<file path="config.mk">
export PLATFORM = sky130hd
export DESIGN_NAME = jtbubl_vtimer_gen
export DESIGN_NICKNAME = d
export VERILOG_FILES = /design/src/rtl/jtbubl_vtimer_gen_pkg.sv /design/src/rtl/jtbubl_vtimer_dly.sv /design/src/rtl/jtbubl_vtimer_gen.sv
export SDC_FILE = /design/constraint.sdc
export NUM_CORES = 1
export LEC_CHECK = 0
export BUFFER_PORTS_ARGS = -buffer_cell sky130_fd_sc_hd__buf_2
export CAP_MARGIN = 20
export CORE_ASPECT_RATIO = 0.7
export CORE_MARGIN = 2
export CORE_UTILIZATION = 55
export DETAILED_ROUTE_END_ITERATION = 8
export PLACE_DENSITY = 0.77
export SLEW_MARGIN = 20
export SYNTH_ARGS = -nofsm -noshare
export SYNTH_HDL_FRONTEND = slang
export SYNTH_SLANG_ARGS = --single-unit
</file>
<file path="constraint.sdc">
create_clock -name clk -period 4.6 [get_ports clk]
set_input_delay 0 -clock clk [delete_from_list [all_inputs] [get_ports clk]]
set_output_delay 0 -clock clk [all_outputs]
set_load 0.05 [all_outputs]
</file>
<file path="src/rtl/jtbubl_vtimer_gen_pkg.sv">
// Shared defaults for the video timing generator: the Bubble Bobble
// 384x264 raster geometry, also used by jtbubl_video and the benches.
package jtbubl_vtimer_gen_pkg;

    localparam int DEF_HW       = 9;
    localparam int DEF_H_START  = 0;
    localparam int DEF_H_END    = 383;
    localparam int DEF_HB_START = 255;
    localparam int DEF_HB_END   = 383;
    localparam int DEF_HS_START = 287;
    localparam int DEF_HS_END   = 319;
    localparam int DEF_V_START  = 16;
    localparam int DEF_V_END    = 279;
    localparam int DEF_VB_START = 239;
    localparam int DEF_VB_END   = 279;
    localparam int DEF_VS_START = 255;
    localparam int DEF_VS_END   = 263;
    localparam int DEF_DLY      = 4;

    // A window whose start equals its end is a configuration error; such a
    // signal is frozen at its reset value instead of toggling every pass.
    function automatic bit window_en(input int start_v, input int end_v);
        return start_v != end_v;
    endfunction

endpackage

</file>
<file path="src/rtl/jtbubl_vtimer_dly.sv">
// Generic W-bit shift pipe advancing only on cen. DLY=0 is a plain wire.
module jtbubl_vtimer_dly #(
    parameter int W   = 2,
    parameter int DLY = 4
)(
    input  logic         clk,
    input  logic         rst,
    input  logic         cen,
    input  logic [W-1:0] d,
    output logic [W-1:0] q
);

    generate
        if (DLY == 0) begin : g_pass
            assign q = d;
        end else begin : g_pipe
            logic [W-1:0] pipe [DLY];

            // Shift one stage per enabled clock; reset clears every stage so
            // no stale value leaks out after a mid-frame reset.
            always_ff @(posedge clk) begin
                if (rst) begin
                    for (int i = 0; i < DLY; i++) pipe[i] <= '0;
                end else if (cen) begin
                    pipe[0] <= d;
                    for (int i = 1; i < DLY; i++) pipe[i] <= pipe[i-1];
                end
            end

            assign q = pipe[DLY-1];
        end
    endgenerate

endmodule

</file>
<file path="src/rtl/jtbubl_vtimer_gen.sv">
// Parametrised video timing generator: H/V counters on pxl_cen, blanking,
// sync, render lookahead with optional vertical flip, frame parity and a
// delayed copy of the blanking signals for colmix alignment.
module jtbubl_vtimer_gen
    import jtbubl_vtimer_gen_pkg::*;
#(
    parameter int HW       = DEF_HW,
    parameter int H_START  = DEF_H_START,
    parameter int H_END    = DEF_H_END,
    parameter int HB_START = DEF_HB_START,
    parameter int HB_END   = DEF_HB_END,
    parameter int HS_START = DEF_HS_START,
    parameter int HS_END   = DEF_HS_END,
    parameter int V_START  = DEF_V_START,
    parameter int V_END    = DEF_V_END,
    parameter int VB_START = DEF_VB_START,
    parameter int VB_END   = DEF_VB_END,
    parameter int VS_START = DEF_VS_START,
    parameter int VS_END   = DEF_VS_END,
    parameter int DLY      = DEF_DLY
)(
    input  logic          clk,
    input  logic          rst,
    input  logic          pxl_cen,
    input  logic          flip,
    output logic [HW-1:0] H,
    output logic [HW-1:0] vdump,
    output logic [HW-1:0] vrender,
    output logic [HW-1:0] vrender1,
    output logic          Hinit,
    output logic          Vinit,
    output logic          LHBL,
    output logic          LVBL,
    output logic          LHBL_dly,
    output logic          LVBL_dly,
    output logic          HS,
    output logic          VS,
    output logic          frame
);

    localparam logic [HW-1:0] H_S   = HW'(H_START);
    localparam logic [HW-1:0] H_E   = HW'(H_END);
    localparam logic [HW-1:0] HB_S  = HW'(HB_START);
    localparam logic [HW-1:0] HB_E  = HW'(HB_END);
    localparam logic [HW-1:0] HS_S  = HW'(HS_START);
    localparam logic [HW-1:0] HS_E  = HW'(HS_END);
    localparam logic [HW-1:0] V_S   = HW'(V_START);
    localparam logic [HW-1:0] V_E   = HW'(V_END);
    localparam logic [HW-1:0] VB_S  = HW'(VB_START);
    localparam logic [HW-1:0] VB_E  = HW'(VB_END);
    localparam logic [HW-1:0] VS_S  = HW'(VS_START);
    localparam logic [HW-1:0] VS_E  = HW'(VS_END);
    // Mirror axis: a flipped line x maps to V_START+V_END-x.
    localparam logic [HW-1:0] V_SUM = HW'(V_START + V_END);

    localparam bit HB_EN = window_en(HB_START, HB_END);
    localparam bit HS_EN = window_en(HS_START, HS_END);
    localparam bit VB_EN = window_en(VB_START, VB_END);
    localparam bit VS_EN = window_en(VS_START, VS_END);

    function automatic logic [HW-1:0] v_inc(input logic [HW-1:0] x);
        return (x == V_E) ? V_S : x + 1'b1;
    endfunction

    function automatic logic [HW-1:0] v_mirror(input logic fl, input logic [HW-1:0] x);
        return fl ? V_SUM - x : x;
    endfunction

    logic          h_last;
    logic [HW-1:0] h_next;
    logic [HW-1:0] v_next;
    logic [HW-1:0] vr_next;
    logic [HW-1:0] vr1_next;
    logic [1:0]    dly_q;

    // Next-count values; the vertical count only moves on the last pixel.
    always_comb begin
        h_last   = (H == H_E);
        h_next   = h_last ? H_S : H + 1'b1;
        v_next   = h_last ? v_inc(vdump) : vdump;
        vr_next  = v_inc(v_next);
        vr1_next = v_inc(vr_next);
    end

    // Horizontal count, line/frame start strobes, horizontal blank and sync.
    always_ff @(posedge clk) begin
        if (rst) begin
            H     <= H_S;
            Hinit <= 1'b1;
            Vinit <= 1'b1;
            LHBL  <= 1'b0;
            HS    <= 1'b0;
        end else if (pxl_cen) begin
            H     <= h_next;
            Hinit <= (h_next == H_S);
            Vinit <= (h_next == H_S) && (v_next == V_S);
            if (HB_EN && H == HB_S)      LHBL <= 1'b0;
            else if (HB_EN && H == HB_E) LHBL <= 1'b1;
            if (HS_EN && H == HS_S)      HS <= 1'b1;
            else if (HS_EN && H == HS_E) HS <= 1'b0;
        end
    end

    // Vertical count, render lookahead (flip latched per line), vertical
    // blank/sync judged against the line being left, and frame parity.
    always_ff @(posedge clk) begin
        if (rst) begin
            vdump    <= V_S;
            vrender  <= v_inc(V_S);
            vrender1 <= v_inc(v_inc(V_S));
            LVBL     <= 1'b0;
            VS       <= 1'b0;
            frame    <= 1'b0;
        end else if (pxl_cen && h_last) begin
            vdump    <= v_next;
            vrender  <= v_mirror(flip, vr_next);
            vrender1 <= v_mirror(flip, vr1_next);
            if (vdump == V_E) frame <= ~frame;
            if (VB_EN && vdump == VB_S)      LVBL <= 1'b0;
            else if (VB_EN && vdump == VB_E) LVBL <= 1'b1;
            if (VS_EN && vdump == VS_S)      VS <= 1'b1;
            else if (VS_EN && vdump == VS_E) VS <= 1'b0;
        end
    end

    jtbubl_vtimer_dly #(
        .W   (2),
        .DLY (DLY)
    ) u_dly (
        .clk (clk),
        .rst (rst),
        .cen (pxl_cen),
        .d   ({LHBL, LVBL}),
        .q   (dly_q)
    );

    assign LHBL_dly = dly_q[1];
    assign LVBL_dly = dly_q[0];

endmodule

</file>
==> flow_metrics.py <==
metrics = {
    "synthesis": {
        "ys.warnings.count": 0,
        "postSynthCellCount": 410,
        "yosys-top-cells-area": "sky130_fd_sc_hd__dfxtp_1, sky130_fd_sc_hd__edfxtp_1, sky130_fd_sc_hd__xnor2_1",
        "netlist.area_leader.share_pct": 25.4,
        "post_synth_instance_area_um2": 3390,
        "synth.distinct_cells": 67,
        "syn_nets": 425,
        "async_set_or_reset_register_ratio_after_synthesis_pct": 0,
        "post_synth.cell_area_avg_um2": 8.27,
        "synth.yosys.seq_area_share_pct": 32.5,
        "yosys_register_bits": 51,
        "post-synth-top-area-cell": "sky130_fd_sc_hd__dfxtp_1",
        "synthFlopType": "sky130_fd_sc_hd__dfxtp_1",
        "number_of_enable_flip_flop_cells_after_synthesis": 8,
        "synth.top_cells.by_count": "sky130_fd_sc_hd__dfxtp_1, sky130_fd_sc_hd__nor2_1, sky130_fd_sc_hd__nand2_1, sky130_fd_sc_hd__a21oi_1, sky130_fd_sc_hd__xnor2_1",
    },
    "min_path": {
        "worst_hold_path_type": "input port to flip-flop",
    },
    "power_and_ir_drop": {
        "total_switching_power_mw": 0.202,
        "ir_worst_vdd_mv": 0.113,
        "p_comb_share_pct": 6.4,
        "clock_power_share_pct": 34.2,
        "pwr_density_cell_nw_per_um2": 204,
        "power_switching_share_pct": 25.9,
        "power_report.internal_total_mw": 0.578,
        "leakagePower_nw": 1.61,
        "p_seq_share_pct": 59.4,
    },
    "final_layout": {
        "synthToLayoutAreaGrowth_pct": 13.0,
        "fin_nets": 468,
        "drive_gt1_share_pct": 21.8,
        "final.fill_count": 510,
        "finalCoreUtilization_pct": 65.6,
        "area.sequential_um2": 1100,
        "diodes": 0,
        "multiInputGateArea_um2": 2110,
    },
    "grt": {
        "via_count_of_the_first_global_routing_pass": 2773,
        "grt_first_pass_wirelength_um": 14500,
        "globalRoute.totalOverflow": 0,
        "antenna_found_initial": 0,
        "grt_max_degree": 36,
        "grt.total_usage_pct": 26.3,
    },
    "sta": {
        "setup_viol": 0,
        "fin_skew_ns": 0.00756,
        "min_period_ns": 4.32,
        "rsz0062_at_grt": "no",
        "fmax_mhz": 232,
        "timing.setup.tns_ns": 0,
        "final_cycle_share_pct": 93.8,
        "timing.final.max_slew_violations": 0,
        "slew_headroom_pct": 50.7,
        "timing_worst_slew_pin_value_ns": 0.734,
        "final_hold_fails": 0,
    },
    "cts": {
        "worst_skew_pair.late_latency_ns": 0.31,
        "cts_sinks": 51,
        "cell_chosen_for_the_clock_root": "sky130_fd_sc_hd__clkbuf_8",
        "clock_tree.buffer_depth": 2,
        "tritoncts": "built",
        "cts_inserted_buffers": 5,
        "post-cts-setup-buffer-count": 0,
        "clk_pin_slew_worst_paths_ns": 0.10,
        "clock_tree.htree_level_count": 2,
    },
    "worst_setup_path": {
        "cp.arrival_ns": 4.54,
        "path_class": "flip-flop to flip-flop",
        "crit_required_ns": 4.83,
        "sort_of_element_at_the_start_of_the_critical_path": "flip-flop",
        "worst-path-max-fanout": 7,
        "setup.worst_path.end_class": "flip-flop",
    },
    "routing": {
        "viasPerCell": 6.09,
        "wl_um": 9280,
        "via_count": 3224,
        "drc": 0,
        "antenna_left": 0,
        "wire_per_inst_um": 17.5,
        "drt_iter0_drc": 218,
        "first_pass_iters": 5,
    },
    "floorplanning": {
        "die-height_um": 69.7,
        "placeableCoreArea_um2": 5840,
        "die_w_um": 97.8,
        "pin_count": 49,
        "design.die.area_um2": 6820,
        "rows": 23,
        "initial_core_util_pct": 58.0,
    },
    "placed_design": {
        "detailed_placer_s_ending_hpwl_um": 6930,
        "gp_routability_congestion": 0.982,
        "port-buffer-count": 48,
    },
    "run": {
        "max-cap-violations": 0,
    },
    "run_status": {
        "outcome": "complete, no violations",
    },
}
cell families (layout without fill, tap and decap cells):
| family | Yosys count | after routing | share of synthesized area [%] |
|---|---|---|---|
| AO/OA/AOI/OAI | 95 | 95 | 20.3 |
| buffers and inverters | 45 | 89 | 5.83 |
| XOR/XNOR | 36 | 36 | 9.93 |
| adder cells (fa/ha/maj) | 12 | 12 | 4.35 |
| AND/OR/NAND/NOR | 165 | 165 | 25.3 |
| multiplexers | 6 | 6 | 1.81 |
| flip-flops | 51 | 51 | 32.5 |
power by group through the flow:
stage / combinational [mW] / clock [mW] / sequential [mW]
CTS: 0.0495 / 0.274 / 0.463
global route: 0.0531 / 0.292 / 0.464
global placement: 0.0479 / 0 / 0.473
floorplan: 0.0229 / 0 / 0.487
detailed placement: 0.0494 / 0 / 0.473
finish: 0.0499 / 0.267 / 0.463
metal layers:
metal	GRT usage (%)	vias up	share of wire (%)	routed length, um
li1	-	1570	-	-
met1	43.1	1521	52	4830
met2	35.0	125	40	3700
met3	4.54	8	7.2	664
met4	5.56	0	0.88	82
met5	0	-	0	0
cells in the final DEF (no fill, tap or decap), types with 14 or more instances in the layout:
| cell type | count |
|---|---|
| sky130_fd_sc_hd__inv_1 | 14 |
| sky130_fd_sc_hd__buf_2 | 48 |
| sky130_fd_sc_hd__o21ai_0 | 14 |
| sky130_fd_sc_hd__and3_1 | 15 |
| sky130_fd_sc_hd__xnor2_1 | 24 |
| sky130_fd_sc_hd__a21oi_1 | 24 |
| sky130_fd_sc_hd__buf_4 | 19 |
| sky130_fd_sc_hd__nand2_1 | 38 |
| sky130_fd_sc_hd__dfxtp_1 | 43 |
| sky130_fd_sc_hd__a211oi_1 | 15 |
| sky130_fd_sc_hd__nand3_1 | 14 |
| sky130_fd_sc_hd__nor2_1 | 41 |
final cells by class:
cell class | instances | share of cell area [%]
Inverter | 14 | 1.37
Clock inverter | 3 | 0.457
Clock buffer | 5 | 1.80
Timing Repair Buffer | 67 | 10.0
Sequential cell | 51 | 28.7
Multi-Input combinational cell | 314 | 55.2
Tap cell | 75 | 2.45
worst paths after layout:
check | start | cells after the start | to | slack [ns]
worst max-delay path | vdump[1] | 19 | vrender1[7] | 0.28
worst min-delay path | pxl_cen | 3 | Vinit | 0.16
worst max register to register | vdump[1] | 19 | vrender1[7] | 0.28
worst min register to register | vrender1[2] | 2 | vrender1[2] | 0.46
repair_timing:
item,CTS,global route
pin swaps,0,0
resized for setup,1,4
hold buffers,0,0
endpoints found under the setup margin,1,4
state kept, by name, indices dropped and copies added, names as in the netlist, 8 cells and up:
signal,flops
H,9
vdump,9
vrender1,9
u_dly.g_pipe.pipe,8
vrender,9
stage by stage:
step / setup WS, ns / hold WS [ns] / area (um2) / total power [mW] / std cells
2_1_floorplan: 0.159 / 0.241 / 3390 / 0.510 / 410
3_3_place_gp: 0.319 / 0.439 / 3720 / 0.521 / 521
6_report: 0.283 / 0.156 / 3830 / 0.780 / 529
4_1_cts: 0.0604 / 0.139 / 3810 / 0.787 / 529
3_5_place_dp: -0.00107 / 0.448 / 3720 / 0.523 / 521
5_1_grt: 0.0254 / 0.159 / 3830 / 0.809 / 529
critical path, stage by stage, from the launching register on:
cell,delay [ns]
sky130_fd_sc_hd__dfxtp_1,0.46
sky130_fd_sc_hd__ha_1,0.21
sky130_fd_sc_hd__and4bb_2,0.31
sky130_fd_sc_hd__and2_2,0.25
sky130_fd_sc_hd__nor3_2,0.09
sky130_fd_sc_hd__nor2_2,0.20
sky130_fd_sc_hd__inv_1,0.12
sky130_fd_sc_hd__ha_1,0.28
sky130_fd_sc_hd__and2_1,0.20
sky130_fd_sc_hd__mux2i_2,0.29
sky130_fd_sc_hd__nor2_1,0.12
sky130_fd_sc_hd__nand3_1,0.16
sky130_fd_sc_hd__nand2_1,0.12
sky130_fd_sc_hd__inv_1,0.08
sky130_fd_sc_hd__ha_1,0.14
sky130_fd_sc_hd__nor4b_2,0.26
sky130_fd_sc_hd__xnor3_1,0.33
sky130_fd_sc_hd__a21boi_0,0.30
sky130_fd_sc_hd__nor4_1,0.08
sky130_fd_sc_hd__o31ai_1,0.23
(Power assumes the default switching activity.)
